--- src/rtl/arm_pipe_pkg.sv ---
// Shared IF-stage definitions: sequencer states, fetch defaults and PC helpers.
package arm_pipe_pkg;

  typedef enum logic [1:0] {
    ST_BOOT  = 2'd0,
    ST_FETCH = 2'd1,
    ST_STALL = 2'd2,
    ST_FLUSH = 2'd3
  } pc_state_e;

  localparam logic [63:0] RESET_PC_DEFAULT    = 64'h0;
  localparam int unsigned INSTR_BYTES_DEFAULT = 4;
  localparam int unsigned FLUSH_CNT_W         = 3;

  // Redirect targets are forced onto an instruction word boundary.
  function automatic logic [63:0] word_align(input logic [63:0] addr);
    return {addr[63:2], 2'b00};
  endfunction

endpackage

--- src/rtl/flush_counter.sv ---
// Down counter timing the IF/ID flush window after a redirect.
// Reloaded on every redirect; o_done marks the last flush cycle.
module flush_counter
  import arm_pipe_pkg::*;
#(
  parameter int unsigned CYCLES = 2
) (
  input  logic clk,
  input  logic rst_n,
  input  logic i_load,
  output logic o_done
);

  logic [FLUSH_CNT_W-1:0] r_count;

  // Load on redirect, otherwise count down to zero and rest there.
  always_ff @(posedge clk or negedge rst_n) begin
    if (!rst_n) begin
      r_count <= '0;
    end else if (i_load) begin
      r_count <= FLUSH_CNT_W'(CYCLES);
    end else if (r_count != '0) begin
      r_count <= r_count - 1'b1;
    end
  end

  assign o_done = (r_count == FLUSH_CNT_W'(1));

endmodule

--- src/rtl/pc_sequencer.sv ---
// IF-stage program counter sequencer: owns the 64-bit fetch PC, runs the
// imem req/ack handshake, and handles stalls, redirects and IF/ID flushes.
module pc_sequencer
  import arm_pipe_pkg::*;
#(
  parameter logic [63:0] RESET_PC     = RESET_PC_DEFAULT,
  parameter int unsigned INSTR_BYTES  = INSTR_BYTES_DEFAULT,
  parameter int unsigned FLUSH_CYCLES = 2
) (
  input  logic        clk,
  input  logic        Reset,
  input  logic        stall_i,
  input  logic        br_taken_i,
  input  logic [63:0] br_target_i,
  output logic        imem_req_o,
  input  logic        imem_ack_i,
  output logic [63:0] pc_q,
  output logic        instr_valid_o,
  output logic        flush_ifid_o,
  output logic        align_fault_o,
  output logic [31:0] fetch_cnt_o
);

  pc_state_e   r_state;
  logic        r_req;
  logic [63:0] r_pc;
  logic [31:0] r_fetch_cnt;
  logic        r_fault;
  logic        w_accept;
  logic        w_flush_done;

  // A fetch counts only if nothing of higher priority claims the cycle.
  assign w_accept = r_req & imem_ack_i & ~stall_i & ~br_taken_i;

  flush_counter #(
    .CYCLES (FLUSH_CYCLES)
  ) u_flush_counter (
    .clk    (clk),
    .rst_n  (Reset),
    .i_load (br_taken_i),
    .o_done (w_flush_done)
  );

  // Sequencer FSM; the request line is registered alongside the state.
  // NOTE: state is updated with non-blocking assignments so every flop samples pre-edge values.
  always_ff @(posedge clk or negedge Reset) begin
    if (!Reset) begin
      r_state <= ST_BOOT;
      r_req   <= 1'b0;
    end else if (br_taken_i) begin
      r_state <= ST_FLUSH;
      r_req   <= 1'b1;
    end else begin
      case (r_state)
        ST_BOOT: begin
          r_state <= ST_FETCH;
          r_req   <= 1'b1;
        end
        ST_FETCH: begin
          if (stall_i) begin
            r_state <= ST_STALL;
            r_req   <= 1'b0;
          end
        end
        ST_STALL: begin
          if (!stall_i) begin
            r_state <= ST_FETCH;
            r_req   <= 1'b1;
          end
        end
        ST_FLUSH: begin
          if (w_flush_done) begin
            r_state <= stall_i ? ST_STALL : ST_FETCH;
            r_req   <= ~stall_i;
          end
        end
        default: begin
          r_state <= ST_BOOT;
          r_req   <= 1'b0;
        end
      endcase
    end
  end

  // PC, saturating fetch counter and sticky alignment fault.
  always_ff @(posedge clk or negedge Reset) begin
    if (!Reset) begin
      r_pc        <= RESET_PC;
      r_fetch_cnt <= '0;
      r_fault     <= 1'b0;
    end else begin
      if (br_taken_i) begin
        r_pc <= word_align(br_target_i);
      end else if (w_accept) begin
        r_pc <= r_pc + 64'(INSTR_BYTES);
      end
      if (w_accept && (r_fetch_cnt != '1)) begin
        r_fetch_cnt <= r_fetch_cnt + 32'd1;
      end
      if (br_taken_i && (br_target_i[1:0] != 2'b00)) begin
        r_fault <= 1'b1;
      end
    end
  end

  assign imem_req_o    = r_req;
  assign pc_q          = r_pc;
  assign flush_ifid_o  = (r_state == ST_FLUSH);
  assign instr_valid_o = w_accept & (r_state != ST_FLUSH);
  assign align_fault_o = r_fault;
  assign fetch_cnt_o   = r_fetch_cnt;

endmodule

--- config.mk ---
export PLATFORM = sky130hd
export DESIGN_NAME = pc_sequencer
export DESIGN_NICKNAME = d
export VERILOG_FILES = /design/src/rtl/arm_pipe_pkg.sv /design/src/rtl/flush_counter.sv /design/src/rtl/pc_sequencer.sv
export SDC_FILE = /design/constraint.sdc
export NUM_CORES = 1
export LEC_CHECK = 0
export BUFFER_PORTS_ARGS = -buffer_cell sky130_fd_sc_hd__buf_2
export CELL_PAD_IN_SITES_DETAIL_PLACEMENT = 0
export CELL_PAD_IN_SITES_GLOBAL_PLACEMENT = 1
export CORE_MARGIN = 2
export CORE_UTILIZATION = 39
export CTS_CLUSTER_DIAMETER = 60
export DETAILED_ROUTE_END_ITERATION = 16
export PLACE_DENSITY_LB_ADDON = 0.1
export SLEW_MARGIN = 20
export SYNTH_ARGS = -nofsm -noshare
export SYNTH_HDL_FRONTEND = slang
export SYNTH_SLANG_ARGS = --single-unit
--- constraint.sdc ---
create_clock -name clk -period 2.61 [get_ports clk]
set_input_delay 0.522 -clock clk [delete_from_list [all_inputs] [get_ports clk]]
set_output_delay 0.522 -clock clk [all_outputs]
set_load 0.02 [all_outputs]
==> results.md <==
- TNS Setup: 0 ns
- Via count: roughly 5.5k
- CTS tree: built
- H-tree levels: 3
- Pin count of the biggest net entering global routing: 78
- Ys flop type: dfrtp_1
- First-pass GRT wire length: 26.94 mm
- Post-synth cell types: 46
- Starting density of the core: 40.23%
- Lkg Pwr: 3.082 nW
- Clk buf depth: 2
- PwrDens: 572.1 mW/mm^2
- Root Driver: clkbuf_16
- Largest family of logic cells by synthesized area: simple AND/OR/NAND/NOR gates
- Crit path time final: 2.455 ns
- Post-DP HPWL: 12.89 mm
- Clk_lat worst skew: about 0.35 ns
- CP startpoint: pc_q[5]$_DFFE_PN0N_
- Die area: 0.01541 mm^2
- Status: complete, no violations
- Post-synthesis adder-cell area fraction: 1.112%
- DRC errors left: 0
- Antenna violations before repair: 0
- Global route total overflow: 0
- Routed length per placed instance: 17.01 um
- RSZ-0062 raised after global routing: no
- VDD IR max: ~0.36 mV
- Clock slew at reported path FFs: ~0.070 ns
- Vias in the first global route: 5250
- Fill count: 1409
- Hold Violations, Final: 0
- Count leader, synth: dfrtp_1
- Post-Synth Simple-Gate Area: 29.28%
- Buffers on Ports: around 170
- Final setup fails: 0
- Vias/cell: about 5.5
- Sequential share of the synthesized area: 44.46%
- Routed Antenna Nets: 0
- Hold Buf Count CTS: 0
- Std cell rows: 43
- Post-synth top area cell: dfrtp_1
- WP data required: 2.89 ns
- Max cap viols: 0
- Util after Layout: 51.22%
- Core ar.: roughly 0.014 mm^2
- Initial drt markers: 439
- Final WS setup: 0.1553 ns
- Syn avg cell area: 9.034 um^2
- Synthesized instance count: 623
- Syn-to-layout area delta: 27.30%
- Area of the multi-input gates: 0.002994 mm^2
- Tcrit/Tclk final: between 90% and 100%
- Multiplexer area fraction after synthesis: less than 1%
- Max-slew violations: 0
- Die W: 124.1 um
- Startpoint types: flip-flop
- Slowest cell on the critical path: or4_1
- Mapped Area: between 0.005 and 0.006 mm^2
- Crit-path max cell delay: 0.61 ns
- Asr flop ratio synth: 100.0%
- Reg-to-reg startpoint: pc_q[5]$_DFFE_PN0N_
- Crit path max fanout: 11
- Seq cells post-synth: 100
- Layout cells sized above 1: 27.85%
- Clock Sinks: 100
- Gr usage total: 22.41%
- F_max: just over 0.4 GHz
- # IOs: 169
- Crit path kind: flip-flop to flip-flop
- Count of nets after finishing: 884
- Synth Warn #: 0
- Area contributors post-synth: dfrtp_1 (44%), xnor2_1 (6.4%), o21ai_0 (5.6%), nand2_1 (5.0%), xor2_1 (4.5%)
- Skew final: 0.01073 ns
- Top post-synthesis cells by count: dfrtp_1 (100), nand2_1 (75), o21ai_0 (63)
- Pre-CTS setup slack: between 0.1 and 0.15 ns
- Compound-Gate Fraction of Synth Area: 10.92%
- Die Y: between 100 and 150 um
- Number of synthesized flops with an enable pin: 0
- Xor/xnor share of the synthesized area: 10.89%
- Gpl congestion: 0.8658
- Max-slew headroom: 54.79%
- Slew @ Worst Pin: ~0.68 ns
- WP data arrival: approximately 2.7 ns
- Final Routed Wirelength: 16.94 mm
- Hold Path Class: input pin to asynchronous set/reset pin
- WHS: between 0.15 and 0.2 ns
- FF+latch area: about 0.0025 mm^2
- Synth top area share: 44.46%
- CP cell instances: nand4_4, or4_1, or3_4, or4b_1, a31oi_1
- Crit. End Element: flip-flop
- Num CTS Buffers: 9
- Pre-antenna DRT Iters: 5
==> power breakdown <==
group          leakage (nW)  internal [W]  switching, W
logic                  1.71      0.000324      0.000495
registers              1.23       0.00169      0.000202
clock network         0.138      0.000772      0.000612
total                  3.08       0.00279       0.00131
==> worst paths after layout <==
kind	endpoint	slack, ns	depth (start not counted)
worst max-delay path	pc_q[60]$_DFFE_PN0N_	0.16	5
worst min-delay path	pc_q[54]$_DFFE_PN0N_	0.20	1
worst max register to register	pc_q[60]$_DFFE_PN0N_	0.16	5
worst min register to register	align_fault_o$_DFFE_PN0P_	0.48	1
max in group asynchronous	pc_q[23]$_DFFE_PN0N_	1.76	2
min in group clk	pc_q[4]$_DFFE_PN0N_	0.38	3
==> cells in the final DEF (no fill, tap or decap), drive strengths merged, types with 22 or more instances in the layout <==
master	netlist	layout
nand2	75	75
xnor2	41	41
nand4	36	36
or3	23	23
nor2	45	45
nand3	38	38
buf	7	201
a31oi	22	22
o21ai	63	63
xor2	29	29
dfrtp	100	100
==> worst max-delay path, delay by kind of cell, from the launching register on <==
family / cells / cell delay (ns)
flip-flops: 1 / 0.46
AO/OA/AOI/OAI: 1 / 0.17
AND/OR/NAND/NOR: 4 / 1.74
==> kinds of logic (layout without fill, tap and decap cells) <==
logic type                 Yosys count  in the layout
other                                1              3
xor gates and xnor gates            70             70
and+or+nand+nor                    305            305
AOI/OAI and AO/OA                  105            105
adders and majority gates            5              5
buffers and inverters               33            224
DFF                                100            100
muxes                                4              4
==> repair_timing <==
item                       in CTS  in global routing
resized for setup               0                  2
setup endpoints to repair       0                  2
setup buffers                   0                  0
==> flip-flops by register name, indices dropped and copies added (netlist names) <==
register,cells
r_state,1
align_fault_o,1
pc_q,62
imem_req_o,1
u_flush_counter.r_count,3
fetch_cnt_o,32
==> metal layers <==
metal,routed length (um),vias to the layer above,GRT usage [%]
li1,-,2661,-
met1,7793,2641,31.54
met2,7754,188,34.97
met3,1187,14,4.579
met4,204,0,6.390
met5,0,-,0
==> metrics by stage <==
step	cell area [um^2]	total power, W	cells
6_report	7164	0.004099	996
2_1_floorplan	5632	0.002377	624
3_5_place_dp	6850	0.002744	979
5_1_grt	7162	0.004313	995
4_1_cts	7154	0.004145	995
3_3_place_gp	6850	0.002727	979
==> layout make-up <==
cell class	count	share of cell area, %
multi-input combinational	491	41.79
sequential	100	34.95
clock buffer	11	3.388
inverter	7	0.3667
timing repair buffer	201	15.47
clock inverter	5	0.8557
tap	180	3.144
antenna	1	0.03493
Note: power is estimated with default switching activity, not from simulation.
